==> src/rtl/ucode_pkg.sv <==
// Shared constants and word layout for the two-address microcode sequencer.
// The ROM word is {sel, na_f, na_t, ctrl}, from MSB down to LSB.
package ucode_pkg;

  localparam int AW    = 3;
  localparam int CW    = 3;
  localparam int SW    = 2;
  localparam int DW    = SW + 2*AW + CW;
  localparam int NCOND = 2**SW;

  localparam int SEL_MSB  = DW - 1;
  localparam int NAF_MSB  = CW + 2*AW - 1;
  localparam int NAT_MSB  = CW + AW - 1;
  localparam int CTRL_MSB = CW - 1;

  typedef enum logic [SW-1:0] {
    SEL_C0 = 2'd0,
    SEL_C1 = 2'd1,
    SEL_C2 = 2'd2,
    SEL_C3 = 2'd3
  } sel_e;

  typedef struct packed {
    logic [SW-1:0] sel;
    logic [AW-1:0] na_f;
    logic [AW-1:0] na_t;
    logic [CW-1:0] ctrl;
  } ucode_word_t;

endpackage

==> src/rtl/ucode_sequencer_next_addr.sv <==
// Next-address select: the condition picked by sel chooses the true or false target.
module ucode_next_addr
  import ucode_pkg::*;
(
  input  logic [SW-1:0]    sel,
  input  logic [AW-1:0]    na_f,
  input  logic [AW-1:0]    na_t,
  input  logic [NCOND-1:0] cond_in,
  output logic [AW-1:0]    nxt
);

  logic c;

  assign c   = cond_in[sel];
  assign nxt = c ? na_t : na_f;

endmodule

==> src/rtl/ucode_sequencer.sv <==
// Micro-PC register, ROM addressing, control gating, done pulse and watchdog recovery.
// Any run away from START_ADDR longer than TIMEOUT enabled cycles is forced home and flagged.
module ucode_sequencer
  import ucode_pkg::*;
#(
  parameter logic [AW-1:0] START_ADDR = '0,
  parameter int            TIMEOUT    = 15
) (
  input  logic             clk,
  input  logic             rst,
  input  logic             en,
  input  logic [NCOND-1:0] cond_in,
  input  logic             err_clr,
  output logic [AW-1:0]    rom_addr,
  input  logic [DW-1:0]    rom_data,
  output logic [CW-1:0]    ctrl_out,
  output logic [AW-1:0]    upc_dbg,
  output logic             done,
  output logic             err
);

  localparam bit             WD_ON   = (TIMEOUT > 0);
  localparam int             WDW     = WD_ON ? $clog2(TIMEOUT) + 1 : 1;
  localparam logic [WDW-1:0] WD_LAST = WD_ON ? WDW'(TIMEOUT - 1) : '0;

  ucode_word_t    word;
  logic [AW-1:0]  upc_reg;
  logic [WDW-1:0] wd_cnt_reg;
  logic           done_reg;
  logic           err_reg;
  logic [AW-1:0]  nxt;
  logic           away;
  logic           trip;

  assign word = ucode_word_t'(rom_data);

  ucode_next_addr u_next_addr (
    .sel     (word.sel),
    .na_f    (word.na_f),
    .na_t    (word.na_t),
    .cond_in (cond_in),
    .nxt     (nxt)
  );

  assign away = (upc_reg != START_ADDR);
  assign trip = WD_ON && en && away && (wd_cnt_reg == WD_LAST);

  assign rom_addr = upc_reg;
  assign upc_dbg  = upc_reg;
  assign ctrl_out = (en && !rst) ? word.ctrl : '0;
  assign done     = done_reg;
  assign err      = err_reg;

  always_ff @(posedge clk) begin
    if (rst) begin
      upc_reg    <= START_ADDR;
      wd_cnt_reg <= '0;
      done_reg   <= 1'b0;
      err_reg    <= 1'b0;
    end else begin
      done_reg <= en && !trip && away && (nxt == START_ADDR);
      if (en) begin
        upc_reg <= trip ? START_ADDR : nxt;
      end
      // The counter measures time away from home, so it restarts whenever we sit there.
      if (trip || !away) begin
        wd_cnt_reg <= '0;
      end else if (en) begin
        wd_cnt_reg <= wd_cnt_reg + 1'b1;
      end
      if (trip) begin
        err_reg <= 1'b1;
      end else if (err_clr) begin
        err_reg <= 1'b0;
      end
    end
  end

endmodule

==> config.mk <==
export PLATFORM = sky130hd
export DESIGN_NAME = ucode_sequencer
export DESIGN_NICKNAME = d
export VERILOG_FILES = /design/src/rtl/ucode_pkg.sv /design/src/rtl/ucode_sequencer_next_addr.sv /design/src/rtl/ucode_sequencer.sv
export SDC_FILE = /design/constraint.sdc
export NUM_CORES = 1
export LEC_CHECK = 0
export ABC_AREA = 1
export BUFFER_PORTS_ARGS = -buffer_cell sky130_fd_sc_hd__buf_2
export CAP_MARGIN = 20
export CORE_MARGIN = 4
export CORE_UTILIZATION = 47
export DETAILED_ROUTE_END_ITERATION = 10
export PLACE_DENSITY = 0.81
export SLEW_MARGIN = 40
export SYNTH_ARGS = -nofsm -noshare
export SYNTH_HDL_FRONTEND = slang
export SYNTH_HIERARCHICAL = 1
export SYNTH_SLANG_ARGS = --single-unit
==> constraint.sdc <==
create_clock -name clk -period 3.1 [get_ports clk]
set_input_delay 0.62 -clock clk [delete_from_list [all_inputs] [get_ports clk]]
set_output_delay 0.62 -clock clk [all_outputs]
set_load 0.02 [all_outputs]
==> metrics.md <==
| Metric | Value |
|---|---|
| Outcome | `completed` |
| TritonCTS clock tree | `built` |
| DRC | `0` |
| WP data required | `2480 ps` |
| Crit-path leading delay family | `buffers and inverters` |
| Worst path max stage delay | `160 ps` |
| Worst R2R Setup Slack | `1930 ps` |
| Wire per inst | `9.60 um` |
| Total power | `0.000321 W` |
| Worst-path fanout max | `5` |
| Post-Syn Instances | `84` |
| Combinational share of power | `21.2%` |
| Peak VDD IR | `209 uV` |
| Die Width | `44.9 um` |
| Max FFs per register | `5` |
| Number of cells on the critical path | `5` |
| P_sw | `0.0000903 W` |
| DP HPWL | `1.04 mm` |
| Synth Net Count | `105` |
| Die Ht | `44.9 um` |
| Fin Clk Skew | `2.98 ps` |
| Multi-input gate area | `364 um^2` |
| Commonest non-fill, non-tap cell in the layout | `buf_2` |
| Place WS | `1250 ps` |
| Drt total wl | `1.23 mm` |
| Global-route wire length before repair | `1.99 mm` |
| Reg2reg path depth | `7` |
| Slew HR | `87.7%` |
| Mapped Area | `639 um^2` |
| Slowest-stage cell, CP | `buf_2` |
| Syn-to-layout area delta | `26.0%` |
| Share of cells above drive strength 1 | `46.9%` |
| Cell Chain, Critical Path | `buf_2 > inv_1 > nand2_1 > nor2_1 > buf_2` |
| Peak Freq | `541 MHz` |
| DR iter-0 viols | `14` |
| Via density | `4.69` |
| CTS resizes | `0` |
| Worst path most repeated cell | `buf_2` |
| Synth Register Bits | `10` |
| Vias | `600` |
| Routed Antenna Nets | `0` |
| DIE AREA | `2010 um^2` |
| Gpl congestion | `0.707` |
| Crit share post-route | `59.6%` |
| CTS sink cnt | `10` |
| Synth area leaders | `dfxtp_1, nand2_1, nand3_4, nand2_2, nand3_1` |
| Most frequent cells in the layout | `buf_2, nand2_1, dfxtp_1` |
| Clock root buffer master | `clkbuf_4` |
| Worst setup SP type | `input port` |
| PnR worst setup slack | `1250 ps` |
| Num rows | `13` |
| Area leader, netlist | `dfxtp_1` |
| Leak pwr | `0.412 nW` |
| Starting Density | `49.8%` |
| Setup bufs post-CTS | `0` |
| Worst Path Buf+Inv | `3` |
| Count of pins over their slew limit | `0` |
| Int Pwr | `0.000230 W` |
| Final worst path period need | `1850 ps` |
| Worst-Skew Late Latency | `260 ps` |
| Register area share after synthesis | `31.3%` |
| Pre-antenna DRT Iters | `4` |
| Global route total overflow | `0` |
| Final setup violation count | `0` |
| Yosys cell types | `21` |
| Filler Cell Count | `120` |
| Worst hold path type | `register to register` |
| RSZ-0062 raised after global routing | `false` |
| FF+latch area | `200 um^2` |
| Worst slew pin tran | `184 ps` |
| MaxCap Viol Count | `0` |
| PD cells | `398 nW/um^2` |
| Warnings, synthesis | `6` |
| CTS Hold Bufs | `0` |
| Total GRT Usage | `13.1%` |
| Clock-pin slew on the worst setup and hold paths | `60 ps` |
| Top Ports | `30` |
| Clock share of power | `36.4%` |
| Final hold vios | `0` |
| Crit path DAT | `1230 ps` |
| Core Box Area | `1280 um^2` |
| H-tree Lvls | `1` |
| Hold path cells | `2` |
| CTS buffer count | `3` |
| Crit path kind | `input port to output port` |
| Antenna Cells | `0` |
| Avg Inst Size Synth | `7.61 um^2` |
| Buffers on Ports | `29` |
| Number of global-route vias before repair | `538` |
| Largest net degree at the start of global routing | `11` |
| Initial antenna violation count | `0` |
| Switching part of the total | `28.2%` |
| Sequential share of power | `42.3%` |
| Nets | `135` |
| Sum Neg Setup Slack | `0 ps` |
| Synth top area share | `31.3%` |
| Crit end category | `output port` |
| CTS max path bufs | `2` |
[cell usage after synthesis]
master	number
nor2_2	2
inv_1	8
or3_1	1
nand4_1	1
buf_6	1
a21oi_1	3
nand3_4	3
nand3_1	6
nand2_1	18
xor2_1	2
dfxtp_1	10
nand3_2	1
a21oi_2	3
xnor2_1	1
inv_2	3
nand2_2	7
nor2_1	7
nor3_2	1
or2_1	1
ha_1	2
buf_4	3
[power groups by stage]
stage | logic [W] | registers (W) | clock network [W]
floorplan | 0.0000456 | 0.000142 | 0
global placement | 0.0000672 | 0.000138 | 0
detailed placement | 0.0000690 | 0.000139 | 0
CTS | 0.0000689 | 0.000136 | 0.000119
global route | 0.0000759 | 0.000136 | 0.000125
finish | 0.0000680 | 0.000136 | 0.000117
[area by class of cell]
class                   count  area share (%)
inverters                  11            5.12
clock buffers               4            4.50
multi-input cells          59            45.2
well taps                  15            2.33
flip-flops and latches     10            24.8
repair buffers             29            18.0
[worst paths after layout]
kind,startpoint,end
worst max-delay path,rst,ctrl_out[0]
worst min-delay path,rom_addr[0],rom_addr[0]
worst max register to register,wd_cnt_reg[0],wd_cnt_reg[1]
worst min register to register,rom_addr[0],rom_addr[0]
[metal layers]
layer  global-route usage (%)  routed length [um]  vias to the layer above
met5                        0                   0                        -
met4                     7.02                  12                        0
met3                     1.20                 112                        2
met2                     23.2                 572                       30
met1                     15.5                 532                      250
li1                         -                   -                      318
[logic make-up after synthesis]
logic type	after synthesis	synth area share (%)
adders and majority gates	2	3.91
AOI/OAI and AO/OA	6	6.46
DFF	10	31.3
and+or+nand+nor	48	42.5
buffers and inverters	15	11.7
xor gates and xnor gates	3	4.11
[metrics by stage]
stage	util (%)	hold slack [ps]	instance area, um^2	cells
after floorplan	-	477	639	84
after global placement	59.9	480	769	124
after detailed placement	59.9	482	769	124
after CTS	62.7	494	806	128
after global routing	62.7	519	806	128
final	62.7	491	806	128
[tightest hold or removal path, cell delays in order (launching register included)]
cell and delay [ps]:
dfxtp_1 330, nand2_1 60, a21oi_1 50
Power figures use the tool's default switching activity.
